==> src/rtl/coco_mmu_pkg.sv <==
// Shared constants for the CoCo DAT MMU: register map, status bit layout,
// width derivations and the register-address decoder.
package coco_mmu_pkg;

   localparam logic [15:0] ADDR_INIT0    = 16'hFF90;
   localparam logic [15:0] ADDR_TASK     = 16'hFF91;
   localparam logic [15:0] ADDR_TASK_HI  = 16'hFF97;
   localparam logic [15:0] ADDR_DAT_BASE = 16'hFFA0;
   localparam logic [15:0] ADDR_LATCH    = 16'hFD05;
   localparam logic [15:0] ADDR_PORT     = 16'hFD06;
   localparam logic [15:0] ADDR_STATUS   = 16'hFD07;

   localparam int unsigned INIT0_MMU_EN  = 6;
   localparam int unsigned INIT0_CRM_EN  = 3;
   localparam int unsigned TASK_SEL_WIN  = 7;
   localparam int unsigned STAT_FAULT    = 7;
   localparam int unsigned STAT_IRQ_EN   = 0;

   localparam int unsigned PAGE_OFS_BITS = 13;

   typedef enum logic [2:0] {
      REG_NONE, REG_INIT, REG_TSK, REG_TSKHI, REG_DATDIR, REG_LAT, REG_PORT, REG_STAT
   } reg_sel_e;

   function automatic int unsigned dat_width(input int unsigned bank_bits);
      return bank_bits + 1;
   endfunction

   function automatic int unsigned phys_width(input int unsigned bank_bits);
      return bank_bits + PAGE_OFS_BITS;
   endfunction

   function automatic reg_sel_e reg_decode(input logic [15:0] a);
      reg_sel_e r;
      r = REG_NONE;
      if (a == ADDR_INIT0)                        r = REG_INIT;
      else if (a == ADDR_TASK)                    r = REG_TSK;
      else if (a == ADDR_TASK_HI)                 r = REG_TSKHI;
      else if (a[15:3] == ADDR_DAT_BASE[15:3])    r = REG_DATDIR;
      else if (a == ADDR_LATCH)                   r = REG_LAT;
      else if (a == ADDR_PORT)                    r = REG_PORT;
      else if (a == ADDR_STATUS)                  r = REG_STAT;
      return r;
   endfunction

endpackage

==> src/rtl/coco_task_switch.sv <==
// Pending/active task pair with a programmable switch delay; a new load
// while a switch is in flight restarts the count with the new task.
module coco_task_switch #(
   parameter int unsigned TASK_BITS    = 12,
   parameter int unsigned SWITCH_DELAY = 0
) (
   input  logic                 clk,
   input  logic                 rst,
   input  logic                 load_i,
   input  logic [TASK_BITS-1:0] task_i,
   output logic [TASK_BITS-1:0] active_o,
   output logic [TASK_BITS-1:0] pending_o,
   output logic                 busy_o
);

   logic [3:0]           cnt_q, cnt_d;
   logic [TASK_BITS-1:0] active_q, active_d;
   logic [TASK_BITS-1:0] pending_q, pending_d;

   always_comb begin
      cnt_d     = cnt_q;
      active_d  = active_q;
      pending_d = pending_q;
      if (load_i) begin
         pending_d = task_i;
         if (SWITCH_DELAY == 0) active_d = task_i;
         else                   cnt_d    = 4'(SWITCH_DELAY);
      end else if (cnt_q != '0) begin
         cnt_d = cnt_q - 4'd1;
         if (cnt_q == 4'd1) active_d = pending_q;
      end
   end

   always_ff @(posedge clk or posedge rst) begin
      if (rst) begin
         cnt_q     <= '0;
         active_q  <= '0;
         pending_q <= '0;
      end else begin
         cnt_q     <= cnt_d;
         active_q  <= active_d;
         pending_q <= pending_d;
      end
   end

   assign active_o  = active_q;
   assign pending_o = pending_q;
   assign busy_o    = (cnt_q != '0);

endmodule

==> src/rtl/coco_dat_mmu.sv <==
// CoCo-style MMU backed by an external DAT SRAM: task-based page translation,
// register window into the DAT, and write-protect fault reporting.
module coco_dat_mmu
   import coco_mmu_pkg::*;
#(
   parameter  int unsigned TASK_BITS    = 12,
   parameter  int unsigned BANK_BITS    = 8,
   parameter  int unsigned SWITCH_DELAY = 0,
   localparam int unsigned DAT_W        = dat_width(BANK_BITS),
   localparam int unsigned PHYS_BITS    = phys_width(BANK_BITS)
) (
   input  logic                   e,
   input  logic                   reset,
   input  logic [15:0]            address_cpu,
   input  logic                   r_w_cpu,
   input  logic [7:0]             data_cpu_in,
   output logic [7:0]             data_cpu_out,
   output logic                   data_cpu_oe,
   output logic [TASK_BITS+2:0]   address_dat,
   input  logic [DAT_W-1:0]       data_dat_in,
   output logic [DAT_W-1:0]       data_dat_out,
   output logic                   we_dat,
   output logic [PHYS_BITS-1:0]   address_mem,
   output logic                   ce_mem,
   output logic                   we_mem,
   output logic [2:0]             address_brd,
   output logic                   r_w_brd,
   output logic                   fault_irq
);

   localparam int unsigned HI_W  = TASK_BITS - 5;
   localparam int unsigned LAT_W = DAT_W - 8;

   logic                 mmu_en_q, mmu_en_d, crm_en_q, crm_en_d, sel_win_q, sel_win_d;
   logic [TASK_BITS-1:0] access_q, access_d;
   logic [2:0]           ptr_q, ptr_d, fpage_q, fpage_d;
   logic [LAT_W-1:0]     latch_q, latch_d;
   logic                 fault_q, fault_d, irq_en_q, irq_en_d;

   logic [TASK_BITS-1:0] active_task, pending_task, new_task;
   logic                 busy, task_load;

   reg_sel_e             rsel;
   logic                 wr, xlate, xlate_ok, dat_acc, wp, mem_sel, fault_evt;
   logic [2:0]           page, dat_idx;
   logic [BANK_BITS-1:0] bank;

   assign rsel    = reg_decode(address_cpu);
   assign wr      = ~r_w_cpu;
   assign page    = address_cpu[15:13];
   assign xlate   = mmu_en_q && (address_cpu[15:8] != 8'hFF);
   assign dat_acc = (rsel == REG_PORT) || (rsel == REG_DATDIR);
   // During a register-window DAT cycle the SRAM returns the access entry, not
   // the translation entry, so that cycle cannot be judged for write-protect.
   assign xlate_ok = xlate && !dat_acc;
   assign dat_idx  = (rsel == REG_PORT) ? ptr_q : address_cpu[2:0];

   always_comb begin
      bank = data_dat_in[BANK_BITS-1:0];
      wp   = data_dat_in[BANK_BITS];
      if (crm_en_q && (address_cpu[15:8] == 8'hFE)) begin
         bank = BANK_BITS'(8'h3F);
         wp   = 1'b0;
      end
   end

   assign mem_sel   = xlate && (rsel == REG_NONE) && (bank[BANK_BITS-1:3] != '0);
   assign fault_evt = xlate_ok && wr && wp;

   assign address_dat  = dat_acc ? {access_q, dat_idx} : {active_task, page};
   assign data_dat_out = {latch_q, data_cpu_in};
   assign we_dat       = !reset && dat_acc && wr;
   assign ce_mem       = !reset && mem_sel;
   assign we_mem       = !reset && mem_sel && wr && !wp;
   assign address_mem  = mem_sel ? {bank, address_cpu[12:0]} : '0;
   assign address_brd  = xlate ? bank[2:0] : page;
   assign r_w_brd      = r_w_cpu || reset || (rsel != REG_NONE) || mem_sel || (xlate_ok && wp);
   assign fault_irq    = fault_q && irq_en_q;

   assign task_load = wr && (((rsel == REG_TSK) && !data_cpu_in[TASK_SEL_WIN]) ||
                             ((rsel == REG_TSKHI) && !sel_win_q));
   assign new_task  = (rsel == REG_TSK) ? {pending_task[TASK_BITS-1:5], data_cpu_in[4:0]}
                                        : {data_cpu_in[HI_W-1:0], pending_task[4:0]};

   coco_task_switch #(.TASK_BITS(TASK_BITS), .SWITCH_DELAY(SWITCH_DELAY)) u_switch (
      .clk       (e),
      .rst       (reset),
      .load_i    (task_load),
      .task_i    (new_task),
      .active_o  (active_task),
      .pending_o (pending_task),
      .busy_o    (busy)
   );

   always_comb begin
      data_cpu_oe  = r_w_cpu && (rsel != REG_NONE);
      data_cpu_out = '0;
      if (data_cpu_oe) begin
         unique case (rsel)
            REG_INIT:   data_cpu_out = {1'b0, mmu_en_q, 2'b00, crm_en_q, 3'b000};
            REG_TSK:    data_cpu_out = {sel_win_q, 2'b00,
                                        sel_win_q ? access_q[4:0] : pending_task[4:0]};
            REG_TSKHI:  data_cpu_out = sel_win_q ? 8'(access_q[TASK_BITS-1:5])
                                                 : 8'(pending_task[TASK_BITS-1:5]);
            REG_LAT:    data_cpu_out = 8'(latch_q);
            REG_STAT:   data_cpu_out = {fault_q, busy, fpage_q, 2'b00, irq_en_q};
            default:    data_cpu_out = data_dat_in[7:0];
         endcase
      end
   end

   always_comb begin
      mmu_en_d  = mmu_en_q;
      crm_en_d  = crm_en_q;
      sel_win_d = sel_win_q;
      access_d  = access_q;
      ptr_d     = ptr_q;
      latch_d   = latch_q;
      fault_d   = fault_q;
      irq_en_d  = irq_en_q;
      fpage_d   = fpage_q;
      if (wr) begin
         unique case (rsel)
            REG_INIT: begin
               mmu_en_d = data_cpu_in[INIT0_MMU_EN];
               crm_en_d = data_cpu_in[INIT0_CRM_EN];
            end
            REG_TSK: begin
               sel_win_d = data_cpu_in[TASK_SEL_WIN];
               if (data_cpu_in[TASK_SEL_WIN]) begin
                  access_d = {access_q[TASK_BITS-1:5], data_cpu_in[4:0]};
                  ptr_d    = '0;
               end
            end
            REG_TSKHI: if (sel_win_q) access_d = {data_cpu_in[HI_W-1:0], access_q[4:0]};
            REG_LAT:   latch_d = data_cpu_in[LAT_W-1:0];
            REG_PORT:  ptr_d = ptr_q + 3'd1;
            REG_STAT: begin
               irq_en_d = data_cpu_in[STAT_IRQ_EN];
               if (data_cpu_in[STAT_FAULT]) fault_d = 1'b0;
            end
            default: ;
         endcase
      end else if (rsel == REG_PORT) begin
         latch_d = data_dat_in[DAT_W-1:8];
         ptr_d   = ptr_q + 3'd1;
      end
      // A fault on the same edge as a status clear wins.
      if (fault_evt) begin
         fault_d = 1'b1;
         if (!fault_q) fpage_d = page;
      end
   end

   always_ff @(posedge e or posedge reset) begin
      if (reset) begin
         mmu_en_q  <= 1'b0;
         crm_en_q  <= 1'b0;
         sel_win_q <= 1'b0;
         access_q  <= '0;
         ptr_q     <= '0;
         latch_q   <= '0;
         fault_q   <= 1'b0;
         irq_en_q  <= 1'b0;
         fpage_q   <= '0;
      end else begin
         mmu_en_q  <= mmu_en_d;
         crm_en_q  <= crm_en_d;
         sel_win_q <= sel_win_d;
         access_q  <= access_d;
         ptr_q     <= ptr_d;
         latch_q   <= latch_d;
         fault_q   <= fault_d;
         irq_en_q  <= irq_en_d;
         fpage_q   <= fpage_d;
      end
   end

endmodule

==> config.mk <==
export PLATFORM = sky130hd
export DESIGN_NAME = coco_dat_mmu
export DESIGN_NICKNAME = d
export VERILOG_FILES = /design/src/rtl/coco_mmu_pkg.sv /design/src/rtl/coco_task_switch.sv /design/src/rtl/coco_dat_mmu.sv
export SDC_FILE = /design/constraint.sdc
export NUM_CORES = 1
export LEC_CHECK = 0
export ABC_AREA = 0
export CORE_UTILIZATION = 45
export CTS_BUF_LIST = sky130_fd_sc_hd__clkbuf_8
export DETAILED_ROUTE_END_ITERATION = 7
export PLACE_DENSITY = 0.91
export SYNTH_ARGS = -nofsm -noshare
export SYNTH_HDL_FRONTEND = slang
export SYNTH_SLANG_ARGS = --single-unit
==> constraint.sdc <==
create_clock -name e -period 2.8 [get_ports e]
set_input_delay 0.56 -clock e [delete_from_list [all_inputs] [get_ports e]]
set_output_delay 0.56 -clock e [all_outputs]
set_load 0.005 [all_outputs]
==> impl_metrics.toml, run 1 <==
[clocking]
tritoncts = "built"
clk_pin_slew_ns = 0.09
cts-buffers-inserted = 5
cts.root.buffer_cell = "clkbuf_8"
worstSkewPairLatency_ns = 0.31
cts.sinks = 52
htreeDepth = 2
cts_buffer_depth = 2

[drt]
wl_met2_um = 7790
drt_pre_antenna_iters = 6
vias = 4308
met3WireLength_um = 1630
ant_nets = 0
drt_iter0_markers = 458
wl_um = 16400
wl_per_cell_um = 24.5
dr.max_layer_used = "met4"
wl_met1_um = 5610
post_drt_via_cell_ratio = 6.45
drc = 0

[global_routing]
grt_pass1_wl_um = 24000
grt_max_degree = 37
grt_pass1_vias = 4558
overflow = 0
antenna_found_initial = 0
grt_usage_pct = 37.8

[layout]
layout_commonest_cell = "buf_4"
layout-drive-gt1-share_pct = 59.9
final_cell_mix = "117 x buf_4, 51 x dfrtp_1, 49 x buf_6"
num-fill-cells = 393
antennaDiodeCount = 0
syn_to_final_growth_pct = 74.0
nets = 608

[power_and_ir_drop]
power_mw = 1.95
powerDensity_mw_per_mm2 = 320
peakVddDrop_mv = 0.406
power_leakage_nw = 2.94

[timing]
fin_crit_ns = 3.00
worst_slew_pin_slew_ns = 0.472
setup_viol_count_final = 37
hold_viol = 0
tns_ns = -2.07
min_period_over_period_pct = 107
clock_skew_ns = 0.00531
fin_ws_ns = -0.199
slew_viol_final = 0
rsz0062_at_grt = "true"
relSlewSlack_pct = 68.5
timing.fmax_mhz = 333

[synthesis]
netlist.area_leader.share_pct = 37.1
synth_cell_types = 60
yosysSeqAreaShare_pct = 37.1
synth.cell_area_mm2 = 0.00350
synth-edff-count = 0
syn_nets = 382
async_flop_share_pct = 100
synth_flop_cell = "dfrtp_1"
yosysTopAreaCell = "dfrtp_1"
yosys_warnings = 0
syn_avg_cell_area_um2 = 10.2
synthCells = 343
synthTopCellsByArea = "dfrtp_1 37%, mux2_2 14%, mux2_4 4.3%"
ys_ff_latch = 52

[floorplan]
dieWidth_um = 90.2
core_area_mm2 = 0.00737
die-area_mm2 = 0.00814
start_util_pct = 47.5
placement_rows = 31
fp.dieH_um = 90.2
ios = 98

[worst_setup_path]
required_ns = 2.24
path_class = "in -> out"
worst_setup_path_start_kind = "input port"
cp_max_fo = 4
reg2reg_depth = 5
endpoint_kind = "output pin"
arrival_ns = 2.44

[place]
dp_hpwl_um = 9050
port_buffers = 97
gp_congestion = 1.02

[outcome]
violations = "setup timing"
status = "finished with violations"

[hold_path]
hold_path_class = "reg -> reg"
hold_depth = 1

[job]
cap_violations = 0
[worst max-delay path, stage by stage]
cell and delay [ns]:
buf_8 0.10, nor3b_4 0.25, buf_6 0.14, nand4_1 0.22, buf_4 0.23, a21o_1 0.25, o21ai_0 0.37, a221oi_2 0.16
buf_2 0.16
[cells in the mapped netlist (3+ instances only)]
cell,instances
dfrtp_1,52
mux2_2,45
and2_1,15
nor3_1,14
mux2i_1,13
and3_1,12
nand2_1,12
inv_1,11
nand3_1,11
nor2_1,11
a21oi_1,10
mux2_4,10
buf_4,9
clkbuf_1,8
nand4_1,8
o21ai_0,8
nor4_1,7
o21a_1,7
nor3b_1,6
a221oi_1,5
nor2b_1,5
buf_2,4
nor4b_1,4
o22ai_1,4
ha_1,3
[registers in the layout (all words and copies together) (netlist names)]
register	flops
sel_win_q	1
ptr_q	3
u_switch.cnt_q	4
latch_q	1
fault_q	1
access_q	12
fpage_q	3
irq_en_q	1
u_switch.active_o	12
mmu_en_q	1
u_switch.pending_o	12
crm_en_q	1
[cells by family (layout without fill, tap and decap cells)]
family	after synthesis	after routing	share of synthesized area (%)
compound gates	56	56	11.2
xor+xnor	3	3	0.750
fa+ha+maj	3	3	1.07
buf+inv	37	263	5.54
flops	52	52	37.1
mux	68	68	22.5
simple gates	124	124	21.9
[layout make-up]
class	count	area (µm²)	area share [%]
Tap cell	99	124	2.03
Timing Repair Buffer	244	2050	33.6
Clock buffer	5	68.8	1.13
Multi-Input combinational cell	254	2450	40.2
Clock inverter	2	60.1	0.985
Inverter	12	45.0	0.739
Sequential cell	52	1300	21.4
[path summary, 6_finish.rpt]
| check | startpoint | end | slack (ns) |
|---|---|---|---|
| worst max register to register | sel_win_q$_DFFE_PP0P_ | u_switch.active_o[11]$_DFFE_PP0P_ | 0.72 |
| min in group asynchronous | reset | u_switch.cnt_q[2]$_DFFE_PP0P_ | 0.75 |
| worst min-delay path | u_switch.active_o[5]$_DFFE_PP0P_ | u_switch.active_o[5]$_DFFE_PP0P_ | 0.52 |
| worst min register to register | u_switch.active_o[5]$_DFFE_PP0P_ | u_switch.active_o[5]$_DFFE_PP0P_ | 0.52 |
| max in group asynchronous | reset | sel_win_q$_DFFE_PP0P_ | 1.60 |
| worst max-delay path | address_cpu[4] | data_cpu_out[4] | -0.20 |
[layer usage]
layer	vias to the layer above	track usage [%]
met3	134	9.22
met2	395	62.5
li1	1740	-
met5	-	0
met1	2039	42.5
met4	0	27.0
[where the power goes]
| part | internal [mW] | switching [mW] | leakage, nW |
|---|---|---|---|
| clock | 0.352 | 0.255 | 0.0642 |
| sequential | 0.789 | 0.0403 | 0.701 |
| combinational | 0.262 | 0.255 | 2.18 |
| total | 1.40 | 0.550 | 2.94 |
[per-stage QoR]
step                utilization, %  cells  hold slack, ns  instance area (µm²)  setup slack, ns
floorplan                        -    343           0.471                 3500           0.0198
global route                  82.7    668           0.550                 6090           -0.267
finish                        82.7    668           0.520                 6090           -0.199
detailed placement            70.2    606           0.491                 5170           -0.903
global placement              70.2    606           0.482                 5170           -0.849
CTS                           78.3    657           0.517                 5770          -0.0111
[repair_timing]
item,CTS,global route
setup endpoints to repair,57,50
gates resized for setup,292,113
hold buffers,0,0
pin swaps,25,19
cloned,3,0
buffers inserted,44,12
hold endpoints to repair,0,0
Note: power is estimated with default switching activity, not from simulation.
==> run 2: changes to the inputs <==
--- a/config.mk
+++ b/config.mk
@@ -6,6 +6,7 @@
 export NUM_CORES = 1
 export LEC_CHECK = 0
 export ABC_AREA = 0
+export CORE_MARGIN = 2
 export CORE_UTILIZATION = 45
 export CTS_BUF_LIST = sky130_fd_sc_hd__clkbuf_8
 export DETAILED_ROUTE_END_ITERATION = 7
==> impl_metrics.toml, run 2 (synthesis gave the netlist of run 1 again) <==
[timing]
slew_viol_final = 0
timing.fmax_mhz = 339
rsz0062_at_grt = "true"
worst_slew_pin_slew_ns = 0.610
relSlewSlack_pct = 58.3
setup_viol_count_final = 27
clock_skew_ns = 0.00879
hold_viol = 0
min_period_over_period_pct = 105
tns_ns = -1.38
fin_ws_ns = -0.150
fin_crit_ns = 2.95

[power_and_ir_drop]
powerDensity_mw_per_mm2 = 298
p_comb_share_pct = 27.3
seqPwrFrac_pct = 45.0
p_int_mw = 1.30
power_frac_clock_pct = 27.6
switching_share_pct = 28.9
peakVddDrop_mv = 0.381
p_sw_mw = 0.529
power_leakage_nw = 2.97

[worst_setup_path]
crit_chain = "buf_8 -> buf_6 -> buf_6 -> nor4b_4 -> buf_4 -> nand4_1 -> or3_1 -> a21oi_2 -> o21a_1 -> buf_2"
slowest_stage = "or3_1"
worst_setup_path_start_kind = "input port"
endpoint_kind = "output pin"
crit_path_max_incr_delay_ns = 0.43
path_class = "in -> out"
arrival_ns = 2.39
crit_buf_inv = 5
cp_max_fo = 4
required_ns = 2.24
critical-path-top-delay-family = "simple AND/OR/NAND/NOR gates"
cp_common_cell = "buf_6"

[global_routing]
grt_max_degree = 53
antenna_found_initial = 1
grt_usage_pct = 34.7
grt_use_met1_pct = 39.3
grt_pass1_vias = 4265
overflow = 0
grt_pass1_wl_um = 22800
grtUsageMet2_pct = 59.6
grtUsageMet3_pct = 9.12
grt-busiest-layer = "met2"

[floorplan]
ios = 98
placement_rows = 32
core_area_mm2 = 0.00765
dieWidth_um = 92.2
fp.dieH_um = 92.2
start_util_pct = 45.8
die-area_mm2 = 0.00851

[layout]
fin_cells = 673
nets = 609
final_cell_mix = "112 x buf_4, 52 x dfrtp_1, 51 x buf_6"
layout-drive-gt1-share_pct = 60.4
syn_to_final_growth_pct = 75.8
layout_commonest_cell = "buf_4"
antennaDiodeCount = 0

[drt]
drt_pre_antenna_iters = 6
wl_per_cell_um = 24.5
ant_nets = 0
vias = 4224
drt_iter0_markers = 457
post_drt_via_cell_ratio = 6.28
wl_um = 16500
drc = 0

[clocking]
worstSkewPairLatency_ns = 0.31
clk_pin_slew_ns = 0.08
cts-buffers-inserted = 5
cts.root.buffer_cell = "clkbuf_8"
htreeDepth = 2
cts_buffer_depth = 2
cts.sinks = 52
tritoncts = "built"

[hold_path]
hold_path_class = "reg -> reg"

[outcome]
status = "finished with violations"
violations = "setup timing"

[place]
dp_hpwl_um = 9210
placed_cells = 611
gp_congestion = 1.01
post-place-ws_ns = -0.869
port_buffers = 97

[job]
cap_violations = 0
[run 2: cell types whose count changed in the layout (fill, tap and decap cells not counted), moves of 3 or more]
cell           previous run  this run
clkbuf_2                 15        20
buf_4                   117       112
a21oi_1                   9         6
dlygate4sd2_1             9         6
[run 2: through the flow]
step                hold WS [ns]  power [mW]  area [µm²]  utilization [%]
floorplan                  0.471        1.06        3500                -
global placement           0.481        1.23        5180             67.7
detailed placement         0.491        1.26        5180             67.7
CTS                        0.510        1.80        5950             77.8
global route               0.527        1.91        6160             80.5
finish                     0.514        1.83        6160             80.5
[run 2: path summary, 6_finish.rpt]
check | slack [ns] | from | cells past startpoint | end
setup / recovery | -0.15 | address_cpu[2] | 10 | data_cpu_out[3]
hold / removal | 0.51 | u_switch.active_o[10]$_DFFE_PP0P_ | 1 | u_switch.active_o[10]$_DFFE_PP0P_
setup reg to reg | 0.78 | sel_win_q$_DFFE_PP0P_ | 5 | u_switch.active_o[9]$_DFFE_PP0P_
hold reg to reg | 0.51 | u_switch.active_o[10]$_DFFE_PP0P_ | 1 | u_switch.active_o[10]$_DFFE_PP0P_
max in group asynchronous | 1.44 | reset | 3 | u_switch.pending_o[2]$_DFFE_PP0P_
min in group asynchronous | 0.93 | reset | 3 | access_q[11]$_DFFE_PP0P_
[run 2: worst reg2reg max path, cell delays in order, from the launching register on]
cell and delay (ns):
dfrtp_1 0.48, buf_6 0.22, nor4_2 0.35, buf_4 0.23
mux2_2 0.36, mux2_4 0.27
[run 2: timing repair]
action / 4_1_cts / 5_1_grt
buffers inserted: 44 / 6
setup endpoints to repair: 65 / 47
gates resized for setup: 294 / 120
cloned: 6 / 0
pin swaps: 33 / 34
hold buffers: 0 / 0
[run 2: area by class of cell]
cell class | instances | area [µm²]
multi-input cells | 254 | 2510
repair buffers | 245 | 2060
fillers | 422 | 1490
flip-flops and latches | 52 | 1300
well taps | 102 | 128
clock buffers | 5 | 68.8
inverters | 12 | 45.0
clock inverters | 3 | 38.8
[run 2: power groups by stage]
stage	combinational, mW	sequential (mW)	clock (mW)
2_1_floorplan	0.232	0.828	0
3_3_place_gp	0.400	0.833	0
3_5_place_dp	0.421	0.836	0
4_1_cts	0.467	0.822	0.509
5_1_grt	0.532	0.830	0.543
6_report	0.501	0.826	0.507
[run 2: layer usage]
layer  routed length [µm]  vias up
li1                     -     1734
met2                 7820      338
met4                 1240        2
met5                   11        -
met1                 5760     2026
met3                 1670      124
==> run 3: changes to the inputs <==
--- a/config.mk
+++ b/config.mk
@@ -6,7 +6,6 @@
 export NUM_CORES = 1
 export LEC_CHECK = 0
 export ABC_AREA = 0
-export CORE_MARGIN = 2
 export CORE_UTILIZATION = 45
 export CTS_BUF_LIST = sky130_fd_sc_hd__clkbuf_8
 export DETAILED_ROUTE_END_ITERATION = 7
@@ -14,3 +13,4 @@
 export SYNTH_ARGS = -nofsm -noshare
 export SYNTH_HDL_FRONTEND = slang
 export SYNTH_SLANG_ARGS = --single-unit
+export TNS_END_PERCENT = 20
==> constraint.sdc (replaced) <==
create_clock -name e -period 2.49 [get_ports e]
set_input_delay 0.498 -clock e [delete_from_list [all_inputs] [get_ports e]]
set_output_delay 0.498 -clock e [all_outputs]
set_load 0.005 [all_outputs]
==> impl_metrics.toml, run 3 (synthesis gave the netlist of run 1 again) <==
[power_and_ir_drop]
peakVddDrop_mv = 0.392
power_frac_clock_pct = 27.0
power_leakage_nw = 3.00
powerDensity_mw_per_mm2 = 336
p_int_mw = 1.48
p_comb_share_pct = 28.7
seqPwrFrac_pct = 44.2
p_sw_mw = 0.634
power_mw = 2.12
switching_share_pct = 29.9

[global_routing]
antenna_found_initial = 0
grt_usage_pct = 42.1
grt_pass1_wl_um = 26000
grt_max_degree = 51
overflow = 0
grt_pass1_vias = 4635

[clocking]
cts_buffer_depth = 2
cts.root.buffer_cell = "clkbuf_8"
clk_pin_slew_ns = 0.08
worstSkewPairLatency_ns = 0.32
cts-buffers-inserted = 5
htreeDepth = 2
tritoncts = "built"
cts_hold_buf = 0
cts.sinks = 52

[place]
gp_congestion = 0.991
placed_cells = 616
port_buffers = 97
post-place-ws_ns = -1.15
dp_hpwl_um = 9080
dpl_cell_area_mm2 = 0.00525

[timing]
slew_viol_final = 0
relSlewSlack_pct = 56.8
worst_slew_pin_slew_ns = 0.648
fin_crit_ns = 2.88
setup_viol_count_final = 49
hold_viol = 0
fin_ws_ns = -0.392
min_period_over_period_pct = 116
clock_skew_ns = 0.0164
timing.fmax_mhz = 347
rsz0062_at_grt = "true"

[floorplan]
ios = 98
die-area_mm2 = 0.00814
fp.dieH_um = 90.2
placement_rows = 31
core_area_mm2 = 0.00737
start_util_pct = 47.5
dieWidth_um = 90.2

[layout]
final_cell_mix = "116 x buf_4, 60 x buf_6, 52 x dfrtp_1"
antennaDiodeCount = 0
num-fill-cells = 361
fin_area_mm2 = 0.00630
nets = 615
layout-drive-gt1-share_pct = 62.4
layout_commonest_cell = "buf_4"
syn_to_final_growth_pct = 79.8
fin_cells = 674

[drt]
drt_pre_antenna_iters = 5
vias = 4377
drt_iter0_markers = 399
wl_um = 17200
post_drt_via_cell_ratio = 6.49
wl_per_cell_um = 25.5
ant_nets = 0
drc = 0

[job]
cap_violations = 0

[worst_setup_path]
cp_max_fo = 7
required_ns = 1.99
arrival_ns = 2.38
worst_setup_path_start_kind = "input port"
crit_path_max_incr_delay_ns = 0.34
crit_chain = "buf_8 -> buf_6 -> nor3b_4 -> and3_4 -> and2_4 -> buf_4 -> nand2_1 -> a221oi_4 -> buf_2"
endpoint_kind = "output pin"
slowest_stage = "a221oi_4"
path_class = "in -> out"

[hold_path]
hold_path_class = "reg -> reg"

[outcome]
violations = "setup timing"
status = "finished with violations"
run 3: worst paths after layout:
| check | end | slack [ns] | cells after the start | startpoint |
|---|---|---|---|---|
| worst max-delay path | data_cpu_out[4] | -0.39 | 9 | address_cpu[4] |
| max in group asynchronous | u_switch.pending_o[1]$_DFFE_PP0P_ | 1.00 | 4 | reset |
| worst min register to register | u_switch.active_o[9]$_DFFE_PP0P_ | 0.52 | 1 | u_switch.active_o[9]$_DFFE_PP0P_ |
| min in group asynchronous | mmu_en_q$_DFFE_PP0P_ | 0.64 | 3 | reset |
| worst max register to register | u_switch.active_o[11]$_DFFE_PP0P_ | 0.55 | 5 | sel_win_q$_DFFE_PP0P_ |
| worst min-delay path | u_switch.active_o[9]$_DFFE_PP0P_ | 0.52 | 1 | u_switch.active_o[9]$_DFFE_PP0P_ |
run 3: power groups by stage:
stage / sequential, mW / combinational [mW] / clock [mW]
floorplan: 0.931 / 0.261 / 0
global placement: 0.936 / 0.486 / 0
finish: 0.937 / 0.608 / 0.573
global route: 0.940 / 0.637 / 0.598
CTS: 0.924 / 0.564 / 0.562
detailed placement: 0.941 / 0.514 / 0
run 3: stage by stage:
stage | TNS [ns] | hold WS [ns] | util (%)
floorplan | 0 | 0.471 | -
global placement | -66.27 | 0.482 | 71.3
detailed placement | -70.08 | 0.487 | 71.3
CTS | -5.22 | 0.508 | 82.9
global route | -13.84 | 0.533 | 85.5
finish | -9.52 | 0.520 | 85.5
run 3: metal layers:
metal | up-vias | GRT usage, % | wire, µm
met2 | 368 | 68.7 | 7950
met4 | 0 | 33.2 | 1430
met5 | - | 0 | 0
li1 | 1745 | - | -
met3 | 134 | 13.6 | 1700
met1 | 2130 | 44.7 | 6110
run 3: timing repair:
item / 4_1_cts / 5_1_grt
resized for setup: 394 / 55
gates cloned: 2 / 0
setup endpoints to repair: 88 / 64
pin swaps: 57 / 14
buffers inserted: 42 / 9
endpoints found under the hold margin: 0 / 0
run 3: final cells by class:
cell class / instances / area [µm²] / area share, %
Clock inverter: 1 / 30.0 / 0.477
Inverter: 12 / 45.0 / 0.715
Clock buffer: 5 / 68.8 / 1.09
Timing Repair Buffer: 251 / 2150 / 34.1
Sequential cell: 52 / 1300 / 20.7
Multi-Input combinational cell: 254 / 2580 / 41.0
Tap cell: 99 / 124 / 1.97
run 3: critical path, delay by kind of cell:
| family | cells | cell delay (ns) |
|---|---|---|
| compound gates | 1 | 0.34 |
| buf+inv | 4 | 0.58 |
| simple gates | 4 | 0.94 |
